<file path="config.mk">
export PLATFORM = sky130hd
export DESIGN_NAME = fixed_point_accumulator
export DESIGN_NICKNAME = d
export VERILOG_FILES = /design/src/rtl/fixed_point_accumulator.sv
export SDC_FILE = /design/constraint.sdc
export NUM_CORES = 1
export LEC_CHECK = 0
export BUFFER_PORTS_ARGS = -buffer_cell sky130_fd_sc_hd__buf_2
export CORE_UTILIZATION = 25
export DETAILED_ROUTE_END_ITERATION = 12
export SLEW_MARGIN = 20
export SYNTH_ARGS = -nofsm -noshare
export SYNTH_HDL_FRONTEND = slang
export SYNTH_SLANG_ARGS = --single-unit
export TNS_END_PERCENT = 20
</file>
<file path="constraint.sdc">
create_clock -name clk -period 8.75 [get_ports clk]
set_input_delay 0 -clock clk [delete_from_list [all_inputs] [get_ports clk]]
set_output_delay 0 -clock clk [all_outputs]
set_load 0.05 [all_outputs]
</file>
<file path="src/rtl/fixed_point_accumulator.sv">
// Saturating fixed-point accumulator built around a carry-select adder.
// Consumes a programmed number of signed add/sub operands and returns the sum over valid/ready.

module carry_select_adder #(
    parameter int N = 16
) (
    input  logic [N-1:0] a,
    input  logic [N-1:0] b,
    input  logic         cin,
    output logic [N-1:0] sum,
    output logic         overflow_flag,
    output logic         negative
);
    localparam int NB = N / 2;

    logic [NB:0] carry;

    assign carry[0] = cin;

    // Each 2-bit slice precomputes both carry-in cases; the incoming carry selects one.
    for (genvar g = 0; g < NB; g++) begin : g_block
        logic [2:0] res0;
        logic [2:0] res1;

        assign res0 = {1'b0, a[2*g+1:2*g]} + {1'b0, b[2*g+1:2*g]};
        assign res1 = {1'b0, a[2*g+1:2*g]} + {1'b0, b[2*g+1:2*g]} + 3'd1;

        assign sum[2*g+1:2*g] = carry[g] ? res1[1:0] : res0[1:0];
        assign carry[g+1]     = carry[g] ? res1[2]   : res0[2];
    end

    // Sign of the infinite-precision result is the wrapped sign corrected by overflow.
    assign overflow_flag = (a[N-1] == b[N-1]) && (sum[N-1] != a[N-1]);
    assign negative      = sum[N-1] ^ overflow_flag;

endmodule

module fixed_point_accumulator #(
    parameter int N     = 16,
    parameter int CNT_W = 8
) (
    input  logic             clk,
    input  logic             rst_n,
    input  logic             start,
    input  logic [CNT_W-1:0] num_terms,
    input  logic [N-1:0]     init_value,
    input  logic             in_valid,
    input  logic [N-1:0]     in_data,
    input  logic             in_sub,
    output logic             in_ready,
    output logic             out_valid,
    output logic [N-1:0]     out_data,
    input  logic             out_ready,
    output logic             sat_flag,
    output logic             busy
);
    typedef enum logic [1:0] {
        IDLE  = 2'd0,
        ACCUM = 2'd1,
        DONE  = 2'd2
    } state_t;

    state_t           state;
    state_t           next_state;
    logic [N-1:0]     acc;
    logic [CNT_W-1:0] cnt;
    logic [N-1:0]     b_op;
    logic [N-1:0]     raw;
    logic [N-1:0]     sat_value;
    logic             ovf;
    logic             neg;
    logic             take;

    // Subtraction as A + ~D + 1 keeps 0x8000 exact through the carry-in.
    assign b_op = in_sub ? ~in_data : in_data;

    carry_select_adder #(.N(N)) u_adder (
        .a             (acc),
        .b             (b_op),
        .cin           (in_sub),
        .sum           (raw),
        .overflow_flag (ovf),
        .negative      (neg)
    );

    always_comb begin
        sat_value = raw;
        if (ovf) begin
            sat_value = neg ? {1'b1, {(N-1){1'b0}}} : {1'b0, {(N-1){1'b1}}};
        end
    end

    assign take = (state == ACCUM) && in_valid;

    always_ff @(posedge clk or negedge rst_n) begin
        if (!rst_n) begin
            state <= IDLE;
        end else begin
            state <= next_state;
        end
    end

    always_comb begin
        next_state = state;
        case (state)
            IDLE: begin
                if (start) begin
                    next_state = (num_terms == '0) ? DONE : ACCUM;
                end
            end
            ACCUM: begin
                if (take && (cnt == CNT_W'(1))) begin
                    next_state = DONE;
                end
            end
            DONE: begin
                if (out_ready) begin
                    next_state = IDLE;
                end
            end
            default: next_state = IDLE;
        endcase
    end

    always_comb begin
        in_ready  = 1'b0;
        out_valid = 1'b0;
        busy      = 1'b0;
        case (state)
            ACCUM: begin
                in_ready = 1'b1;
                busy     = 1'b1;
            end
            DONE: begin
                out_valid = 1'b1;
                busy      = 1'b1;
            end
            default: ;
        endcase
    end

    always_ff @(posedge clk or negedge rst_n) begin
        if (!rst_n) begin
            acc      <= '0;
            cnt      <= '0;
            sat_flag <= 1'b0;
        end else begin
            if ((state == IDLE) && start) begin
                acc      <= init_value;
                cnt      <= num_terms;
                sat_flag <= 1'b0;
            end else if (take) begin
                acc      <= sat_value;
                cnt      <= cnt - CNT_W'(1);
                sat_flag <= sat_flag | ovf;
            end
        end
    end

    assign out_data = acc;

endmodule

</file>
; ---- Word-level counts from Yosys, hierarchy flattened
; Cells that the tools add are included.
[classes]
addsub = 17
muxes = 32
bitwise_logic = 3
reduce_logical = 9
eq_ne = 8
[ops]
columns = cell, n
row1 = $mux W16, 5
row2 = $mux W2, 12
row3 = $add A2 B2 Y3, 7
row4 = $add A3 B1 Y3 const B, 7
row5 = $mux W8, 2
row6 = $not A16 Y16, 1
row7 = $mux W1, 12
row8 = $eq A8 B1 Y1 const B, 1
row9 = $logic_not A8 Y1, 1
row10 = $sub A8 B1 Y8 const B, 1
row11 = $pmux W2 S3, 1
row12 = $logic_and A1 B1 Y1, 4
row13 = $ne A2 B2 Y1 const B, 2
row14 = $reduce_and A3 Y1, 1
row15 = $add A2 B1 Y2 const B, 1
row16 = $add A2 B2 Y2, 1
row17 = $eq A2 B1 Y1 const B, 1
row18 = $eq A2 B2 Y1 const B, 1
row19 = $logic_not A2 Y1, 1
row20 = $ne A2 B1 Y1 const B, 1
row21 = $reduce_bool A2 Y1, 1
row22 = $reduce_or A2 Y1, 1
row23 = $eq A1 B1 Y1, 1
row24 = $ne A1 B1 Y1, 1
row25 = 2 further kinds, 2
[totals]
register_bits = 27
inputBits = 46

; ---- Logic depth before layout (Yosys ltp)
[logic_depth]
word_depth = 19
mapped_depth = 17

; ---- Hierarchy
; A second synthesis with hierarchy kept.
[hier_totals]
cells_unflattened = 290
area_unflattened_um2 = 2632.5
[by_module_without_submodules]
columns = mod, n_inst, cells_per_inst, seq_area_each_um2, area_each_um2
row1 = fixed_point_accumulator, 1, 168, 675.6, 1596.5
row2 = carry_select_adder, 1, 122, 0.0, 1036.0

; ---- Worst setup path after synthesis
; OpenSTA, ideal clock, no wires.
[synth_path]
path_kind = input to register
startpoint = input port in_sub
endpoint = register sat_flag
path_stages = 16
required_ns = 8.629
arrival_ns = 3.954
n_path_buf = 3
setup_slack_ns = 4.675
path_cell_list = buf_6 -> buf_1 -> xor2_1 -> ha_1 -> fa_1 -> ha_1 -> a21boi_2 -> o2111ai_2 -> a2111o_1 -> a32o_2 -> nand4_4 -> mux2i_4 -> mux2i_4 -> a21bo_1 -> buf_6 -> a22o_1
[synth_between]
elab_chain_len = 16
[synth_lines]
columns = element, line_no
row1 = "start, declared", 49  ; input logic in_sub,
row2 = $mux W16, 75  ; assign b_op = in_sub ? ~in_data : in_data;
row3 = $add A2 B2 Y3, "25, 26"
row4 = $add A3 B1 Y3, 26  ; assign res1 = {1'b0, a[2*g+1:2*g]} + {1'b0, b[2*g+1:2*g]} + 3'd1;
row5 = $mux W1 (7 in series), 29  ; assign carry[g+1] = carry[g] ? res1[2] : res0[2];
row6 = $mux W2, 28  ; assign sum[2*g+1:2*g] = carry[g] ? res1[1:0] : res0[1:0];
row7 = $ne A1 B1 Y1, 33  ; assign overflow_flag = (a[N-1] == b[N-1]) && (sum[N-1] != a[N-1]);
row8 = $logic_and A1 B1 Y1 *, 33
row9 = $or A1 B1 Y1 *, 155  ; sat_flag <= sat_flag | ovf;
row10 = $mux W1 *, 152  ; end else if (take) begin
row11 = $mux W1 *, 148  ; if ((state == IDLE) && start) begin
row12 = "end signal, assigned", 155
row13 = "end, declared", 54  ; output logic sat_flag,
; Every way passes the cells marked *; elsewhere a longest branch is shown, timed or not. The select of a mux whose other input is x is not followed.
; A chain may end at the register's enable or synchronous reset.

; ---- Worst setup path after layout
[layout_path]
startpoint = register acc[0] (netlist: out_data[0])
endpoint = register sat_flag
[layout_between]
elab_chain_len = 15
[layout_lines]
columns = element, line_no
row1 = "start, declared", 65  ; logic [N-1:0] acc;
row2 = "start signal, assigned", 149  ; acc <= init_value;
row3 = "start signal, assigned", 153  ; acc <= sat_value;
row4 = $add A2 B2 Y3 *, "25, 26"
row5 = $add A3 B1 Y3, 26
row6 = $mux W1 * (7 in series), 29
row7 = $mux W2 *, 28
row8 = $ne A1 B1 Y1 *, 33
row9 = $logic_and A1 B1 Y1 *, 33
row10 = $or A1 B1 Y1 *, 155
row11 = $mux W1 *, 152
row12 = $mux W1 *, 148
; Marks and branches as above.

==> key figures <==
Hold path
  • Hold Path Depth: 3
  • Worst Min Path Start: init_value[13]
  • Hold EP: out_data[13]
  • Hold Crit Class: input pin to register

Critical path
  • Arrival @ worst endpoint: 4380 ps
  • Worst path max stage delay: 500 ps
  • Top Family by Delay on Critical Path: compound AO/OA/AOI/OAI gates
  • Buf+Inv Stages, Crit Path: 0
  • R2R cell count: 12
  • Crit path kind: register to register
  • CP Capture Type: register
  • Worst R2R Start: out_data[0]
  • CP Cell Sequence: ha_1, fa_1, ha_1, a21boi_2, o2111ai_2, a2111o_1, a32o_2, nand4_4, mux2i_4, mux2i_4, a21bo_1, a22o_1
  • Reg-to-reg slack, setup: 4550 ps
  • CP max stage cell: a2111o_1
  • Worst Path Required: 8930 ps
  • Startpoint types: register
  • FF-to-FF End: sat_flag
  • Worst-path fanout max: 8

CTS
  • Clock-pin slew on the worst setup and hold paths: 110 ps
  • CTS max path bufs: 2
  • CTS H-tree lvls: 1
  • CTS buffer count: 3
  • Clk Latency, worst-skew pair: 290 ps
  • CTS tree: yes
  • Sink Count: 27
  • Total setup buffers inserted after CTS: 0
  • CTS Root Buffer Type: clkbuf_8

STA
  • Slew Viols, Final: 0
  • Final setup fails: 0
  • Tcrit/Tclk final: 47.99%
  • Crit path time final: 4199 ps
  • Hold Slack: 1.974 ps
  • Worst-margin pin slew: 769.9 ps
  • Fin Clk Skew: 7.960 ps
  • Fmax achieved: 238.2 MHz
  • Max-Slew Margin vs Limit: 48.37%
  • Final Hold Fails: 0
  • RSZ-0062 raised after global routing: false
  • TNS Setup: 0 ps

Global route
  • Pin count of the biggest net entering global routing: 28
  • Global route overflow: 0
  • Vias in the first global route: 2,419
  • Initial antenna violation count: 0
  • Global-route wire length before repair: 11,320 um
  • Gr usage total: 14.01%

Place
  • DP Wirelength: 5184 um
  • Port buffer count: 65
  • GP Congestion: 0.8132

Logic synthesis
  • Synthesis Warnings: 0
  • Post-synth EDFFs: 0
  • Post-Synthesis Cell Area: 2499 sq um
  • Synthesized-area fraction occupied by adder cells: 15.62%
  • Syn_nets: 341
  • Share of synthesized registers carrying an async set or reset: 100.0%
  • Post-synthesis mux area share: 4.457%
  • Largest family of logic cells by synthesized area: compound AO/OA/AOI/OAI gates
  • Unique cell type count in the Yosys netlist: 54
  • Simple-gate share of the synthesized area: 16.57%
  • Most used flip-flop cell after synthesis: dfrtp_1
  • Cells after synthesis: 268
  • Synth Area in Compound Gates: 18.63%
  • Avg Synthesized Cell Area: 9.323 sq um
  • Post-synthesis sequential area ratio: 27.04%
  • Synth Area in XOR/XNOR: 13.12%
  • Synth Register Bits: 27

Detailed routing
  • DRT Pass-1 Iters: 4
  • Avg WL per Cell: 14.53 um
  • Routed wire length: 6874 um
  • DR vias/cell: 4.791
  • ANT nets after route: 0
  • Via Count: 2,266
  • DRC: 0
  • Drt initial violations: 88

Cells and area
  • Fill count: 1,065
  • Share of post-route cells with drive strength above 1: 24.41%
  • NumNets Final: 414
  • Footprint of the multi-input gates: 1713 sq um
  • Reg area: 675.6 sq um
  • Antenna fix cells: 0
  • Area grow syn2layout: 24.24%

Floorplanning
  • Initial Util: 25.68%
  • Die area: 10,400 sq um
  • Placeable Area: 9729 sq um
  • Row count: 36
  • Top-Level Pins: 66
  • Die Y: 102.0 um
  • Die extent in x: 102.0 um

Pwr
  • Max VDD drop: 0.2736 mV
  • Power per cell area: 387.5 nW/um^2
  • Leak: 1.358 nW

Outcome
  • Result of the run: finished clean

Run
  • Max_cap viols: 0
-- report_power, final --
| group | total [mW] | switching (mW) | internal [mW] |
|---|---|---|---|
| Clock | 0.0785 | 0.0463 | 0.0321 |
| Sequential | 0.235 | 0.0515 | 0.183 |
| Combinational | 0.889 | 0.547 | 0.343 |
-- through the flow --
step	cells	power (mW)	util [%]	instance area [sq um]	setup slack [ps]
floorplan	268	0.9346	-	2499	4675
global placement	458	1.097	30.26	2944	4159
detailed placement	458	1.119	30.30	2948	4352
CTS	473	1.210	31.91	3104	4570
global route	473	1.307	31.91	3104	4411
finish	473	1.203	31.91	3104	4551
-- logic make-up after synthesis --
family          after synthesis
mux                           8
buf+inv                      26
flops                        27
compound gates               69
fa+ha+maj                    27
simple gates                 76
xor+xnor                     35
-- worst register-to-register path, stage by stage (launching register included) --
cell and delay (ps):
dfrtp_1 420, ha_1 220, fa_1 460, ha_1 260, a21boi_2 240, o2111ai_2 180
a2111o_1 500, a32o_2 300, nand4_4 90, mux2i_4 330, mux2i_4 440, a21bo_1 400
a22o_1 260
-- placed cells by master (no fill, tap or decap), drive strengths merged, types with 4 or more instances in the layout --
cell type    count
o21ai           12
mux2             5
fa               7
dlygate4sd3     11
dfrtp           27
xor2            21
o2111ai          4
a21oi           11
nand4            4
o22ai           21
nand2           24
nor2            13
xnor2           13
buf             65
ha              20
inv             18
nand3            4
o211ai           4
nand2b           8
and2             5
-- worst max-delay path by stage --
stage                      from           to  slack (ps)  depth (start not counted)
floorplan                in_sub     sat_flag        4670                         16
global placement         in_sub  out_data[8]        4160                         14
detailed placement       in_sub     sat_flag        4350                         14
CTS                 out_data[0]     sat_flag        4570                         12
global route        out_data[0]  out_data[0]        4410                         12
finish              out_data[0]     sat_flag        4550                         12
-- registers in the layout, summed over array words and instances (netlist names), named ones only --
signal    cells
cnt           8
out_data     15
sat_flag      1
state         2
-- timing repair --
action	CTS	global route
hold buffers	11	0
endpoints found under the hold margin	37	0
setup endpoints to repair	0	0
resized for setup	0	0
-- synthesized netlist by cell type (all sizes together) (4+ instances only) --
library cell	n	share of area, %
dfrtp	27	27
nand2	24	3.6
o22ai	21	5.3
xor2	21	7.7
ha	20	10
inv	18	2.7
nor2	13	2.0
xnor2	13	4.6
o21ai	12	2.4
a21oi	11	2.2
nand2b	8	2.0
fa	7	5.6
and2	5	1.3
mux2	5	2.3
buf	4	1.3
clkbuf	4	0.60
nand3	4	0.80
nand4	4	1.6
o2111ai	4	1.7
o211ai	4	1.2
-- final cells by class --
| cell class | instances | share of cell area [%] |
|---|---|---|
| well taps | 133 | 5.361 |
| inverters | 18 | 2.177 |
| multi-input cells | 215 | 55.18 |
| repair buffers | 76 | 14.03 |
| clock buffers | 3 | 1.330 |
| flip-flops and latches | 27 | 21.77 |
| clock inverters | 1 | 0.1612 |
-- metal layers --
metal / wire length [um] / vias up / global-route usage, %
li1: - / 1115 / -
met1: 2995 / 1096 / 16.29
met2: 3582 / 50 / 26.85
met3: 247 / 5 / 2.052
met4: 48 / 0 / 3.187
met5: 0 / - / 0
(Power assumes the default switching activity.)
